===== src/rtl/prog_seq_pkg.sv =====
// Shared state, opcode and control-bundle definitions for the program sequencer.
// SEQ_BRANCH_EN adds the JMP/BRZ fields to the control bundle.
package prog_seq_pkg;

  localparam int OPW    = 3;
  localparam int ALUOPW = 3;

  typedef enum logic [2:0] {
    ST_IDLE   = 3'd0,
    ST_LOAD   = 3'd1,
    ST_RUN    = 3'd2,
    ST_STEP   = 3'd3,
    ST_HALTED = 3'd4
  } state_e;

  localparam logic [OPW-1:0] OP_LOAD  = 3'b000;
  localparam logic [OPW-1:0] OP_STORE = 3'b001;
  localparam logic [OPW-1:0] OP_ALU   = 3'b010;
  localparam logic [OPW-1:0] OP_BRZ   = 3'b011;
  localparam logic [OPW-1:0] OP_JMP   = 3'b100;
  localparam logic [OPW-1:0] OP_HALT  = 3'b111;

  typedef struct packed {
    logic              dm_we;
    logic              dm_re;
    logic              rf_we;
    logic              load_sig;
    logic [ALUOPW-1:0] alu_op;
    logic              halt;
`ifdef SEQ_BRANCH_EN
    logic              jmp;
    logic              brz;
`endif
  } ctrl_t;

endpackage


===== src/rtl/prog_sequencer_decoder.sv =====
// Combinational opcode decode of the instruction's top bits into the control bundle; zero latency.
// Opcodes 011/100 decode as branches only when SEQ_BRANCH_EN is defined, otherwise as NOP.
module seq_decoder
  import prog_seq_pkg::*;
(
  input  logic [OPW+ALUOPW-1:0] instr_i,
  output ctrl_t                 ctrl_o
);

  logic [OPW-1:0] op;

  assign op = instr_i[OPW+ALUOPW-1 -: OPW];

  always_comb begin
    ctrl_o = '0;
    case (op)
      OP_LOAD: begin
        ctrl_o.dm_re    = 1'b1;
        ctrl_o.rf_we    = 1'b1;
        ctrl_o.load_sig = 1'b1;
      end
      OP_STORE: ctrl_o.dm_we = 1'b1;
      OP_ALU: begin
        ctrl_o.rf_we  = 1'b1;
        ctrl_o.alu_op = instr_i[ALUOPW-1:0];
      end
`ifdef SEQ_BRANCH_EN
      OP_BRZ:  ctrl_o.brz = 1'b1;
      OP_JMP:  ctrl_o.jmp = 1'b1;
`endif
      OP_HALT: ctrl_o.halt = 1'b1;
      default: ;
    endcase
  end

endmodule


===== src/rtl/prog_sequencer.sv =====
// Program sequencer: loads words while isexternal is high, then fetches one instruction per advance and
// issues its controls for exactly one cycle. ld_ready is high only in LOAD. SEQ_BRANCH_EN enables JMP/BRZ.
module prog_sequencer
  import prog_seq_pkg::*;
#(
  parameter  int IW    = 12,
  parameter  int DEPTH = 8,
  localparam int AW    = $clog2(DEPTH)
) (
  input  logic              clk,
  input  logic              reset,
  input  logic              isexternal,
  input  logic              ld_valid,
  input  logic [IW-1:0]     ld_data,
  output logic              ld_ready,
  input  logic              start,
  input  logic              mode_run,
  input  logic              nextinstruction,
  input  logic              zero_flag,
  output logic              DM_we,
  output logic              DM_re,
  output logic              RF_we,
  output logic              loadSignal,
  output logic [ALUOPW-1:0] ALU_op,
  output logic [AW-1:0]     pc_out,
  output logic [IW-1:0]     ir_out,
  output logic              halted,
  output logic              busy
);

  state_e        state_q, state_d;
  logic [AW-1:0] pc_q, pc_d;
  logic [AW-1:0] wp_q, wp_d;
  logic [IW-1:0] ir_q, ir_d;
  logic          valid_q, valid_d;
  logic [IW-1:0] mem [DEPTH];

  ctrl_t ctrl;
  logic  advance;
  logic  fetch;
  logic  halt_issue;
  logic  ld_we;

  seq_decoder u_dec (
    .instr_i (ir_q[IW-1 -: OPW+ALUOPW]),
    .ctrl_o  (ctrl)
  );

  // valid_q marks the single cycle in which the captured instruction issues
  assign halt_issue = valid_q & ctrl.halt;
  assign advance    = (state_q == ST_RUN) | ((state_q == ST_STEP) & nextinstruction);
  assign fetch      = advance & ~halt_issue;
  assign ld_we      = (state_q == ST_LOAD) & ld_valid;

`ifdef SEQ_BRANCH_EN
  logic branch_take;
  assign branch_take = valid_q & (ctrl.jmp | (ctrl.brz & zero_flag));
`else
  logic unused_zero_flag;
  assign unused_zero_flag = zero_flag;
`endif

  always_ff @(posedge clk or negedge reset) begin
    if (!reset) state_q <= ST_IDLE;
    else        state_q <= state_d;
  end

  always_comb begin
    state_d = state_q;
    case (state_q)
      ST_IDLE, ST_HALTED: begin
        if (isexternal) state_d = ST_LOAD;
        else if (start) state_d = mode_run ? ST_RUN : ST_STEP;
      end
      ST_LOAD:          if (!isexternal) state_d = ST_IDLE;
      ST_RUN, ST_STEP:  if (halt_issue) state_d = ST_HALTED;
      default:          state_d = ST_IDLE;
    endcase
  end

  always_comb begin
    pc_d    = pc_q;
    wp_d    = wp_q;
    ir_d    = ir_q;
    valid_d = 1'b0;
    if (fetch) begin
      ir_d    = mem[pc_q];
      valid_d = 1'b1;
      pc_d    = pc_q + AW'(1);
    end
`ifdef SEQ_BRANCH_EN
    // Redirect wins over the sequential fetch, which becomes the bubble
    if (branch_take) begin
      pc_d    = ir_q[AW-1:0];
      valid_d = 1'b0;
    end
`endif
    if (ld_we) wp_d = wp_q + AW'(1);
    if ((state_q == ST_LOAD) && !isexternal) begin
      pc_d = '0;
      wp_d = '0;
    end
  end

  always_ff @(posedge clk or negedge reset) begin
    if (!reset) begin
      pc_q    <= '0;
      wp_q    <= '0;
      ir_q    <= '0;
      valid_q <= 1'b0;
    end else begin
      pc_q    <= pc_d;
      wp_q    <= wp_d;
      ir_q    <= ir_d;
      valid_q <= valid_d;
    end
  end

  // Program memory deliberately survives reset
  always_ff @(posedge clk) begin
    if (ld_we) mem[wp_q] <= ld_data;
  end

  always_comb begin
    ld_ready   = 1'b0;
    busy       = 1'b0;
    halted     = 1'b0;
    DM_we      = 1'b0;
    DM_re      = 1'b0;
    RF_we      = 1'b0;
    loadSignal = 1'b0;
    ALU_op     = '0;
    case (state_q)
      ST_LOAD:         ld_ready = 1'b1;
      ST_RUN, ST_STEP: busy     = 1'b1;
      ST_HALTED:       halted   = 1'b1;
      default: ;
    endcase
    if (valid_q) begin
      DM_we      = ctrl.dm_we;
      DM_re      = ctrl.dm_re;
      RF_we      = ctrl.rf_we;
      loadSignal = ctrl.load_sig;
      ALU_op     = ctrl.alu_op;
    end
  end

  assign pc_out = pc_q;
  assign ir_out = ir_q;

endmodule


===== config.mk =====
export PLATFORM = sky130hd
export DESIGN_NAME = prog_sequencer
export DESIGN_NICKNAME = d
export VERILOG_FILES = /design/src/rtl/prog_seq_pkg.sv /design/src/rtl/prog_sequencer_decoder.sv /design/src/rtl/prog_sequencer.sv
export SDC_FILE = /design/constraint.sdc
export NUM_CORES = 1
export LEC_CHECK = 0
export CAP_MARGIN = 20
export CORE_MARGIN = 3
export CORE_UTILIZATION = 51
export CTS_CLUSTER_DIAMETER = 40
export DETAILED_ROUTE_END_ITERATION = 10
export HOLD_SLACK_MARGIN = 0.02
export PLACE_DENSITY_LB_ADDON = 0.25
export SYNTH_ARGS = -nofsm -noshare
export SYNTH_HDL_FRONTEND = slang
export SYNTH_SLANG_ARGS = --single-unit
export TNS_END_PERCENT = 50

===== constraint.sdc =====
create_clock -name clk -period 3.9 [get_ports clk]
set_clock_uncertainty 0.1 [all_clocks]
set_input_delay 0.975 -clock clk [delete_from_list [all_inputs] [get_ports clk]]
set_output_delay 0.975 -clock clk [all_outputs]
set_load 0.02 [all_outputs]

==> results of run 1 <==
==> kinds of logic (layout without fill, tap and decap cells) <==
kind of cell / Yosys count / after routing / share of synthesized area, %
buf+inv: 20 / 93 / 2.63
flops: 118 / 118 / 73.6
mux: 37 / 37 / 14.7
xor+xnor: 2 / 2 / 0.376
compound gates: 22 / 22 / 2.90
fa+ha+maj: 2 / 2 / 0.537
simple gates: 50 / 50 / 5.21
==> flip-flops by register name, indices dropped and copies added, names as in the netlist <==
name and count:
mem 96, valid_q 1, state_q 3, wp_q 3
pc_out 3, ir_out 12
==> worst max-delay path by stage <==
| stage | start | endpoint | slack, ps | cells after the start |
|---|---|---|---|---|
| after floorplan | ir_out[9]$_DFFE_PN0P_ | loadSignal | 970 | 3 |
| after global placement | ir_out[9]$_DFFE_PN0P_ | loadSignal | 1210 | 3 |
| after detailed placement | ir_out[9]$_DFFE_PN0P_ | loadSignal | 1200 | 3 |
| after CTS | ir_out[9]$_DFFE_PN0P_ | loadSignal | 650 | 3 |
| after global routing | ir_out[9]$_DFFE_PN0P_ | DM_re | 530 | 3 |
| final | ir_out[9]$_DFFE_PN0P_ | loadSignal | 660 | 3 |
==> critical path: stages (launching register included) <==
cell and delay [ps]:
dfrtp_1 420, nor3b_1 410, nor2b_1 210, clkdlybuf4s50_1 620
==> routing by layer <==
layer / vias to the layer above / track usage [%]
li1: 1107 / -
met1: 1225 / 24.6
met2: 84 / 28.3
met3: 11 / 5.85
met4: 0 / 7.67
met5: - / 0
==> cell usage after synthesis, types with 2 or more instances <==
| cell | n |
|---|---|
| a22o_1 | 3 |
| a32o_1 | 2 |
| and3_1 | 3 |
| buf_2 | 6 |
| clkbuf_1 | 2 |
| dfrtp_1 | 22 |
| edfxtp_1 | 96 |
| ha_1 | 2 |
| inv_1 | 7 |
| mux2i_1 | 13 |
| mux4_1 | 4 |
| mux4_2 | 20 |
| nand2_1 | 19 |
| nand2b_1 | 2 |
| nand3_1 | 4 |
| nand4_1 | 2 |
| nor2_1 | 10 |
| nor2b_1 | 2 |
| nor3_1 | 3 |
| nor3b_1 | 2 |
| o21ai_0 | 3 |
| o21ai_1 | 12 |
| xor2_1 | 2 |
==> power groups by stage <==
stage	registers (mW)	logic (mW)	clock network (mW)
after global routing	1.67	1.32	1.61
after floorplan	1.74	0.764	0
after global placement	1.67	1.18	0
after CTS	1.65	1.22	1.54
after detailed placement	1.67	1.20	0
final	1.65	1.20	1.52
==> cell usage in the layout (no fill, tap or decap), types with 2 or more instances in the layout <==
cell / synthesis / final
ha_1: 2 / 2
o21ai_1: 12 / 12
dfrtp_1: 22 / 22
xor2_1: 2 / 2
nand4_1: 2 / 2
nand2_1: 19 / 19
mux4_1: 4 / 4
edfxtp_1: 96 / 96
nor2_1: 10 / 10
mux2i_1: 13 / 13
nor3b_1: 2 / 2
inv_1: 7 / 7
bufinv_16: 0 / 3
nor3_2: 0 / 2
clkinvlp_4: 0 / 6
a32o_1: 2 / 2
mux4_2: 20 / 20
clkbuf_16: 0 / 16
a22o_1: 3 / 3
nand3_1: 4 / 4
and3_1: 3 / 3
nor2b_1: 2 / 2
clkinv_4: 0 / 2
buf_4: 1 / 11
o21ai_0: 3 / 3
nand2b_1: 2 / 2
clkdlybuf4s50_1: 0 / 43
inv_6: 0 / 2
==> cell type report <==
class / count / area (um^2) / share of cell area (%)
clock buffer: 18 / 418 / 7.18
clock inverter: 14 / 175 / 3.01
timing repair buffer: 54 / 513 / 8.82
tap: 108 / 135 / 2.32
sequential: 118 / 3430 / 59.0
inverter: 7 / 26.3 / 0.452
multi-input combinational: 113 / 1120 / 19.2
==> results.md, run 1 <==
* Top routing layer used: met4
* DP Wirelength at around 5000 um
* Cells on worst reg2reg path at 4
* Pwr Total at approximately 4.4 mW
* WL final at roughly 8600 um
* Vias post-DR at ~2400
* Die height at 102 um
* Die W at between 100 and 150 um
* CTS Hold Bufs at 0
* Vias in the first global route at ~2400
* Reg power frac at 37.8%
* CORE AREA at between 8000 and 9000 um^2
* CTS sink count at about 120
* Predominant post-synthesis flop cell: edfxtp_1
* Worst hold margin at about 380 ps
* Slew @ Worst Pin at around 960 ps
* Initial antenna violation count at 0
* Non-Filler Instances at 432
* N_diodes at 0
* Distinct cell type count after synthesis at 33
* Hold Crit Endpoint: ir_out[1]$_DFFE_PN0P_
* Clk slew on worst S/H paths at about 60 ps
* Pre-CTS setup slack at 1200 ps
* Register bit total from synthesis at around 120
* Final setup violation count at 0
* Largest net degree at the start of global routing at 28
* PwrDens at about 750 nW/um^2
* M1 WL at 3780 um
* WL met3 at ~550 um
* Run status: complete, no violations
* Relative slew slack at about 36%
* Cell taking the most area after synthesis: edfxtp_1
* Clk_lat worst skew at 500 ps
* CTS Buf Count at 17
* Max Cap Viol at 0
* Cells after DPL at 400
* Combinational power share at a little over a quarter
* Synth top area cells: edfxtp_1 (62%), dfrtp_1 (12%), mux4_2 (9.7%)
* FF-to-FF End: ir_out[11]$_DFFE_PN0P_
* Fin crit share at between 80% and 90%
* Area Overhead vs Synth at 24.8%
* Asr flop ratio synth at around a fifth
* Clock Tree Buf Depth at 2
* Setup crit start kind: flop
* GRT overflow at 0
* Met2 wire length at 4130 um
* Reg2reg start: pc_out[0]$_DFFE_PN0P_
* Highest clock rate at 0.308 GHz
* EDFF count, synth at 96
* Gr usage total at ~18%
* Final Hold Viols at 0
* Row count at 34
* Initial drt markers at 124
* Filler cells at about 600
* LEAKAGE at a little over 2 nW
* Post-CTS sizing at 0
* Final Util at approximately 66%
* Nets at around 330
* Clock share of power at a little over a third
* Clk root buf: clkbuf_8
* P_int at 3.08 mW
* Vias per cell at ~5.6
* Global-route wire length before repair at 13600 um
* DRC Markers at 0
* Worst hold path class: flop to flop
* Synthesized area at 4660 um^2
* Area after DPL at around 5200 um^2
* Register area share after synthesis at 73.6%
* Setup CP Type: flop to output port
* Final Critical Period at 3240 ps
* Fin worst setup slack at 658 ps
* Cells after Synth at 251
* H-tree Lvls at 4
* Count of pins over their slew limit at 0
* Mean post-synth cell area at roughly 19 um^2
* GP Congestion at 0.733
* # Post-CTS Setup Buffers at 0
* WP data required at 2820 ps
* WL/cell at slightly below 20 um
* CP Capture Type: output port
* Final setup TNS at 0 ps
* IO Pins at 45
* Net Sw Power at between 1 and 1.5 mW
* Mapped Nets at roughly 270
* Top cell type's share of synthesized area at approximately three fifths
* CTS tree: yes
* DRT Pass-1 Iters at 4
* Hold Startpoint: ir_out[1]$_DFFE_PN0P_
* Critical Path Fanout Max at 5
* RSZ-0062 raised after global routing: no
* Share of cells above drive strength 1 at between 20% and 30%
* IO Port Bufs at 43
* WP data arrival at 2170 ps
* Antenna Violating Nets Remaining at 0
* Overall die area at a little over 10000 um^2
* Initial Util at between 50% and 60%
* YS warnings at 0
* Hold depth at 2
* Reg2Reg Setup Slack at between 1500 and 2000 ps
* Switch share at 29.5%
* Largest vdd supply drop at 0.000315 V
* Fin area at just under 6000 um^2
(Power assumes the default switching activity.)
==> run 2, diff against run 1 <==
Clock period 3.9 ns to 2.8 ns, I/O delays scaled along.
==> results.md, run 2 (same netlist as run 1, synthesis figures left out) <==
* Final Util at 66.7%
* Clk_lat worst skew at a little over 500 ps
* Highest clock rate at ~0.37 GHz
* GRT met2 Usage at about 27%
* DRC Markers at 0
* Vias per cell at roughly 5.6
* DP Wirelength at between 4000 and 5000 um
* RSZ-0062 raised after global routing: no
* CTS sink count at ~120
* GRT busiest layer: met2
* Share of cells above drive strength 1 at roughly a fifth
* Global Route met1 Usage at approximately a quarter
* Vias post-DR at 2427
* Setup CP Type: flop to output port
* N_diodes at 0
* Worst Path Buf+Inv at 1
* Largest vdd supply drop at slightly below 0.0005 V
* Largest Register: mem
* Area Overhead vs Synth at 25.9%
* Met3 usage at under 10%
* IO Pins at 45
* CTS Buf Count at 17
* Gr usage total at a little under a fifth
* Nets at 335
* Most frequent cells in the layout: edfxtp_1 (96), clkdlybuf4s50_1 (36), dfrtp_1 (22)
* Final setup violation count at 0
* WL/cell at around 19 um
* Setup crit start kind: flop
* Largest stage delay, worst path at between 600 and 700 ps
* CP max-delay cell: clkdlybuf4s50_1
* Filler cells at around 600
* Critical Path Fanout Max at 8
* Max Cap Viol at 0
* GP Congestion at slightly below 0.8
* Global-route wire length before repair at approximately 13000 um
* Initial drt markers at approximately 110
* Combinational power share at 26.9%
* CTS Hold Bufs at 0
* Initial Util at ~53%
* Clock share of power at approximately 36%
* Clk slew on worst S/H paths at approximately 50 ps
* CORE AREA at 8810 um^2
* PwrDens at ~1100 nW/um^2
* WP data arrival at around 1900 ps
* Most common cell after layout, fill and taps aside: edfxtp_1
* DRT Pass-1 Iters at 4
* Row count at 34
* Antenna Violating Nets Remaining at 0
* Final Hold Viols at 0
* Reg power frac at between 30% and 40%
* H-tree Lvls at 4
* Relative slew slack at between 60% and 70%
* IO Port Bufs at 43
* Run status: complete, no violations
* Clk root buf: clkbuf_8
* Final setup TNS at 0 ps
* Final Critical Period at around 2700 ps
* CP Capture Type: output port
* WP data required at about 2000 ps
* WL final at 8390 um
* Switch share at between 20% and 30%
* P_int at 4.40 mW
* Max reg flops at 96
* # Post-CTS Setup Buffers at 0
* Clock Tree Buf Depth at 2
* Vias in the first global route at about 2400
* Fin crit share at between 90% and 100%
* GRT overflow at 0
* LEAKAGE at around 2.1 nW
* Largest net degree at the start of global routing at 28
* Net Sw Power at 1.79 mW
* Cells along the critical path: nor4bb_1 -> clkdlybuf4s50_1
* Die W at roughly 100 um
* Delay-heaviest family, CP: buffers and inverters
* Worst hold path class: flop to flop
* Initial antenna violation count at 0
* Slew @ Worst Pin at 500 ps
* Die height at 102 um
* CTS tree: yes
* Overall die area at between 10000 and 15000 um^2
* Count of pins over their slew limit at 0
## run 2: cell count changes in the layout (fill, tap and decap cells not counted), moves of 2 or more
cell and delta:
dlygate4sd2_1 +6, clkinvlp_4 -3, clkinv_4 +2, clkdlybuf4s50_1 -7
## run 2: worst paths after layout
kind	from	endpoint	slack (ps)	cells past startpoint
worst max-delay path	ir_out[10]$_DFFE_PN0P_	DM_we	110	2
worst min-delay path	ir_out[4]$_DFFE_PN0P_	ir_out[4]$_DFFE_PN0P_	380	2
worst max register to register	pc_out[0]$_DFFE_PN0P_	ir_out[11]$_DFFE_PN0P_	900	4
worst min register to register	ir_out[4]$_DFFE_PN0P_	ir_out[4]$_DFFE_PN0P_	380	2
max in group asynchronous	reset	ir_out[4]$_DFFE_PN0P_	1930	2
min in group asynchronous	reset	state_q[2]$_DFFE_PN0P_	440	2
## run 2: worst reg2reg max path, stage by stage, from the launching register on
cell and delay [ps]:
dfrtp_1 440, buf_12 260, mux4_1 570, mux2i_1 290, o21ai_1 100
## run 2: what timing repair did
action / CTS / global route
pin swaps: 1 / 0
gates resized for setup: 7 / 1
setup endpoints to repair: 7 / 1
hold endpoints to repair: 0 / 0
## run 2: metrics by stage
| step | hold WS [ps] | setup WS (ps) | power [mW] | cell area (um^2) | cells |
|---|---|---|---|---|---|
| finish | 380 | 112 | 6.19 | 5870 | 434 |
| CTS | 387 | 72.3 | 6.27 | 5870 | 434 |
| global route | 409 | 49.6 | 6.51 | 5870 | 434 |
| floorplan | 304 | 142 | 3.49 | 4660 | 251 |
| global placement | 368 | 389 | 4.00 | 5250 | 402 |
| detailed placement | 375 | 302 | 4.04 | 5250 | 402 |
## run 2: layer usage
| metal | wire [um] | vias up |
|---|---|---|
| met5 | 0 | - |
| met3 | 562 | 9 |
| met2 | 3970 | 81 |
| li1 | - | 1117 |
| met1 | 3770 | 1220 |
| met4 | 90 | 0 |
## run 2: power groups by stage
stage	clock network, mW	registers (mW)	logic (mW)
after CTS	2.26	2.32	1.69
after detailed placement	0	2.35	1.70
after global routing	2.33	2.35	1.82
after floorplan	0	2.42	1.06
after global placement	0	2.33	1.67
final	2.21	2.31	1.66
## run 2: layout make-up
cell class              count  area [um^2]  share of cell area [%]
clock inverters            14          200                    3.41
inverters                   7         26.3                   0.448
flip-flops and latches    118         3430                    58.5
clock buffers              18          418                    7.12
multi-input cells         113         1120                    19.1
repair buffers             56          536                    9.12
well taps                 108          135                    2.30
